$ cat config.mk
export PLATFORM = sky130hd
export DESIGN_NAME = pipeline_hazard_ctrl
export DESIGN_NICKNAME = d
export VERILOG_FILES = /design/src/rtl/pipeline_hazard_ctrl.sv
export SDC_FILE = /design/constraint.sdc
export NUM_CORES = 1
export LEC_CHECK = 0
export ABC_AREA = 1
export CAP_MARGIN = 20
export CORE_ASPECT_RATIO = 1.4
export CORE_MARGIN = 2
export CORE_UTILIZATION = 45
export DETAILED_ROUTE_END_ITERATION = 12
export GPL_TIMING_DRIVEN = 0
export PLACE_DENSITY = 0.84
export SYNTH_ARGS = -nofsm -noshare
export SYNTH_HDL_FRONTEND = slang
export SYNTH_SLANG_ARGS = --single-unit
$ cat constraint.sdc
create_clock -name clk_i -period 3.1 [get_ports clk_i]
set_clock_uncertainty 0.1 [all_clocks]
set_input_delay 0.62 -clock clk_i [delete_from_list [all_inputs] [get_ports clk_i]]
set_output_delay 0.62 -clock clk_i [all_outputs]
set_load 0.03 [all_outputs]
$ cat src/rtl/pipeline_hazard_ctrl.sv
// Stall/flush sequencer for the five-stage pipeline: load-use interlock, branch
// flush and a data-memory request/ack handshake guarded by a watchdog.
module pipeline_hazard_ctrl #(
  parameter int unsigned TIMEOUT = 255,
  parameter int unsigned CNT_W   = 8
) (
  input  logic        clk_i,
  input  logic        rst_i,
  input  logic        IDEX_MemRead_i,
  input  logic [4:0]  IDEX_RD_i,
  input  logic [4:0]  IFID_RS1_i,
  input  logic [4:0]  IFID_RS2_i,
  input  logic        Branch_taken_i,
  input  logic        EXMEM_MemRead_i,
  input  logic        EXMEM_MemWrite_i,
  input  logic        dmem_ack_i,
  output logic        dmem_req_o,
  output logic        PC_en_o,
  output logic        IFID_en_o,
  output logic        IDEX_en_o,
  output logic        EXMEM_en_o,
  output logic        MEMWB_en_o,
  output logic        IFID_flush_o,
  output logic        IDEX_bubble_o,
  output logic        MEMWB_bubble_o,
  output logic        err_o,
  output logic [15:0] stall_cycles_o
);

  typedef enum logic [1:0] {RUN, WAIT, ERR} state_t;

  state_t             state, state_nxt;
  logic [CNT_W-1:0]   wait_cnt, wait_cnt_nxt, cnt_inc;
  logic [15:0]        stall_cycles, stall_cycles_nxt;
  logic               mem_acc, mem_stall, load_use, hazard_raw, in_err;

  assign in_err     = (state == ERR);
  assign mem_acc    = EXMEM_MemRead_i | EXMEM_MemWrite_i;
  assign hazard_raw = IDEX_MemRead_i && (IDEX_RD_i != 5'd0) &&
                      ((IDEX_RD_i == IFID_RS1_i) || (IDEX_RD_i == IFID_RS2_i));
  assign mem_stall  = dmem_req_o & ~dmem_ack_i;
  // Memory stall and ERR both mask the interlock; it is re-evaluated on the ack cycle.
  assign load_use   = hazard_raw & ~mem_stall & ~in_err;
  assign cnt_inc    = wait_cnt + 1'b1;

  assign dmem_req_o     = mem_acc & ~in_err;
  assign err_o          = in_err;
  assign stall_cycles_o = stall_cycles;

  always_ff @(posedge clk_i) begin
    if (!rst_i) begin
      state        <= RUN;
      wait_cnt     <= '0;
      stall_cycles <= '0;
    end else begin
      state        <= state_nxt;
      wait_cnt     <= wait_cnt_nxt;
      stall_cycles <= stall_cycles_nxt;
    end
  end

  always_comb begin
    state_nxt        = state;
    wait_cnt_nxt     = wait_cnt;
    stall_cycles_nxt = stall_cycles;
    PC_en_o          = 1'b1;
    IFID_en_o        = 1'b1;
    IDEX_en_o        = 1'b1;
    EXMEM_en_o       = 1'b1;
    MEMWB_en_o       = 1'b1;
    IDEX_bubble_o    = 1'b0;
    MEMWB_bubble_o   = 1'b0;
    IFID_flush_o     = 1'b0;

    if (in_err) begin
      PC_en_o    = 1'b0;
      IFID_en_o  = 1'b0;
      IDEX_en_o  = 1'b0;
      EXMEM_en_o = 1'b0;
      MEMWB_en_o = 1'b0;
    end else if (mem_stall) begin
      PC_en_o        = 1'b0;
      IFID_en_o      = 1'b0;
      IDEX_en_o      = 1'b0;
      EXMEM_en_o     = 1'b0;
      MEMWB_en_o     = 1'b0;
      MEMWB_bubble_o = 1'b1;
    end else if (load_use) begin
      PC_en_o       = 1'b0;
      IFID_en_o     = 1'b0;
      IDEX_bubble_o = 1'b1;
    end else begin
      IFID_flush_o = Branch_taken_i;
    end

    if (!in_err && (mem_stall || load_use) && (stall_cycles != 16'hFFFF))
      stall_cycles_nxt = stall_cycles + 16'd1;

    unique case (state)
      RUN: begin
        if (mem_stall) begin
          state_nxt    = WAIT;
          wait_cnt_nxt = {{(CNT_W-1){1'b0}}, 1'b1};
        end
      end
      WAIT: begin
        if (dmem_ack_i || !mem_acc) begin
          state_nxt = RUN;
        end else if (cnt_inc == CNT_W'(TIMEOUT)) begin
          state_nxt = ERR;
        end else begin
          wait_cnt_nxt = cnt_inc;
        end
      end
      ERR: state_nxt = ERR;
      default: state_nxt = RUN;
    endcase
  end

endmodule

==> out/qor.yml <==
status:
  outcome: "finished, violations left"
  violations: "DRC"
yosys:
  ys_top_cells_by_count: "72 x nand2_1, 37 x nand3_1, 37 x nor2_1, 27 x inv_1, 26 x dfxtp_1"
  synth_top_family_by_area: "simple AND/OR/NAND/NOR gates"
  syn-num-nets: 310
  synth-main-ff-cell: "dfxtp_1"
  synthCells: 285
  synth-async-reset-ratio: 0
  synthXorXnorAreaFrac: 0.08759
  yosysSeqAreaShare: 0.2760
  synthMuxAreaShare: 0
  synth-edff-count: 0
  yosysMostFrequentCell: "nand2_1"
  synth.cell_area_um2: 1886
  synth_compound_area_frac: 0.08892
  yosysTopAreaCellShare: 0.2760
  synth-seq-cells: 26
  syn_area_per_cell_um2: 6.616
  synth_cell_type_count: 31
  yosysWarningCount: 0
  synth_simple_gate_area_frac: 0.4247
  synthTopCellsByArea: "dfxtp_1 28%, nand2_1 14%, nand3_1 9.8%, nor2_1 7.4%, inv_1 5.4%"
  synth_top_area_cell: "dfxtp_1"
  synth_fa_ha_area_frac: 0.01991
routing:
  via_count: 1914
  dr.pass1.iters: 8
  antenna_left: 0
  drt_iter0_drc: 53
  routed_wl_um: 4353
  avgRoutedWirePerCell_um: 11.52
  drc_errors: 3
  viasPerCell: 5.063
power_and_ir_drop:
  powerDensity_nw_per_um2: 289.7
  p_comb_frac: 0.231
  sw_frac_of_total: 0.2872
  p_leak_uw: 0.001030
  power_switching_uw: 203.3
  vdd_drop_max_mv: 0.2243
  clkPwrFrac: 0.268
  power.internal_uw: 504.7
  seqPwrFrac: 0.500
floorplanning:
  dieArea_um2: 4731
  row_count: 27
  core_um2: 3986
  start_util: 0.4730
  die_w_um: 58.71
  ioPinCount: 48
  dieHeight_um: 80.59
hold_path:
  hold_path_class: "reg -> reg"
  hold_path_depth: 2
timing:
  max-slew-margin-rel: 0.5211
  hold_violations: 0
  fmax_mhz: 334.6
  fin_crit_ps: 2989
  max_slew.worst_pin.slew_ps: 718.4
  finalSetupViolCount: 0
  rsz0062_at_grt: "false"
  period_share: 0.9642
  maxSlewViolCount: 0
grt:
  grt_max_degree: 14
  grtUsageTotal: 0.1988
  antenna_found_initial: 0
  grt_pass1_wl_um: 7486
  overflow: 0
  grt_pass1_vias: 1799
clocking:
  cts_buffers: 3
  ctsHoldBuffers: 0
  max-clock-path-buffers: 2
  worstSkewPairLatency_ps: 270
  h-tree-depth: 1
  path_clk_slew_ps: 80
  cts_root_buf: "clkbuf_8"
  cts_sinks: 26
  cts_tree: "done"
worst_setup_path:
  worstPathRequired_ps: 2380
  r2r_slack_ps: 1030
  setup.worst_path.end_class: "primary output"
  path_class: "in -> out"
  crit_path_max_fanout: 3
  crit_end: "MEMWB_bubble_o"
  crit_start: "EXMEM_MemWrite_i"
  worstPathArrival_ps: 2270
  crit_path_start_kind: "primary input"
  rr_startpoint: "stall_cycles_o[0]$_SDFFE_PN0P_"
  crit-reg2reg-capture: "stall_cycles_o[5]$_SDFFE_PN0P_"
  r2r_cells: 11
placed_design:
  dp_hpwl_um: 3434
  gp_congestion: 0.9539
  io_buffers: 47
  dpl_cell_area_um2: 2410
cells_and_area:
  fill_cells: 388
  antennaDiodeCount: 0
  final_area_um2: 2444
  finalNetCount: 362
  layout-drive-gt1-share: 0.1284
  final_util: 0.6130
  area_growth_pct: 29.60
job:
  drv_cap: 0
## layout by cell type, fill, tap and decap left out, types with 2 or more instances in the layout
cell type and instances:
clkbuf_8 3, nand2_4 2, nand2_2 3, buf_2 4
inv_2 4, buf_4 3, dlygate4sd2_1 2, nand2_1 72
o21ai_0 2, nand3b_1 3, nand3_1 37, a21oi_1 14
inv_1 27, dfxtp_1 26, clkdlybuf4s50_1 43, nand4_1 4
nor2_2 4, nor2_1 37, nand3_2 2, a21oi_2 10
xor2_1 9, xnor2_1 8, ha_1 3
## stage by stage
stage	setup WS, ps	TNS, ps	hold WS [ps]	instances	power [uW]
floorplan	336.6	0	373.8	285	462.4
global placement	-238.8	-563.0	377.8	375	525.9
detailed placement	-243.2	-581.1	381.4	375	529.0
CTS	33.31	0	395.0	378	713.5
global route	7.623	0	433.8	378	743.0
finish	110.9	0	395.7	378	708.0
## power by group through the flow
stage | combinational (uW) | sequential [uW] | clock [uW]
2_1_floorplan | 98.1 | 364 | 0
3_3_place_gp | 165 | 361 | 0
3_5_place_dp | 167 | 362 | 0
4_1_cts | 166 | 354 | 194
5_1_grt | 182 | 356 | 206
6_report | 164 | 354 | 190
## per-layer routing
metal	track usage	wire length, um	share of wire	vias to the layer above
li1	-	-	-	1006
met1	0.2147	1775	0.41	858
met2	0.3843	2315	0.53	45
met3	0.02254	210	0.048	5
met4	0.07045	51	0.012	0
met5	0	0	0	-
## layout make-up
class / count / area (um2) / area share
multi-input combinational: 218 / 1171 / 0.4793
buffer: 10 / 77.57 / 0.03175
sequential: 26 / 520.5 / 0.2130
tap: 43 / 53.80 / 0.02202
clock buffer: 3 / 41.29 / 0.01690
timing repair buffer: 47 / 462.9 / 0.1895
inverter: 31 / 116.4 / 0.04762
## what timing repair did
action / in CTS / in global routing
pin swaps: 0 / 0
setup buffers: 0 / 0
resized for setup: 4 / 3
endpoints found under the setup margin: 4 / 2
## worst min path at each step
stage | start | endpoint
after detailed placement | stall_cycles_o[15]$_SDFFE_PN0P_ | stall_cycles_o[15]$_SDFFE_PN0P_
after CTS | stall_cycles_o[15]$_SDFFE_PN0P_ | stall_cycles_o[15]$_SDFFE_PN0P_
final | stall_cycles_o[15]$_SDFFE_PN0P_ | stall_cycles_o[15]$_SDFFE_PN0P_
after floorplan | wait_cnt[7]$_SDFFE_PN0P_ | wait_cnt[7]$_SDFFE_PN0P_
after global placement | stall_cycles_o[15]$_SDFFE_PN0P_ | stall_cycles_o[15]$_SDFFE_PN0P_
after global routing | stall_cycles_o[15]$_SDFFE_PN0P_ | stall_cycles_o[15]$_SDFFE_PN0P_
## sequential cells by signal, summed over array words and instances (netlist names)
name and cells:
stall_cycles_o 16, state 2, wait_cnt 8
## logic make-up (layout without fill, tap and decap cells)
logic type,Yosys count,count (layout)
buf+inv,41,91
xor+xnor,18,18
fa+ha+maj,3,3
compound gates,26,26
flops,26,26
simple gates,171,171
## worst max-delay path: stages
cell	delay, ps
clkdlybuf4s50_1	460
nor2_1	50
or2_1	230
nor2_1	190
clkdlybuf4s50_1	720
Power figures use the tool's default switching activity.
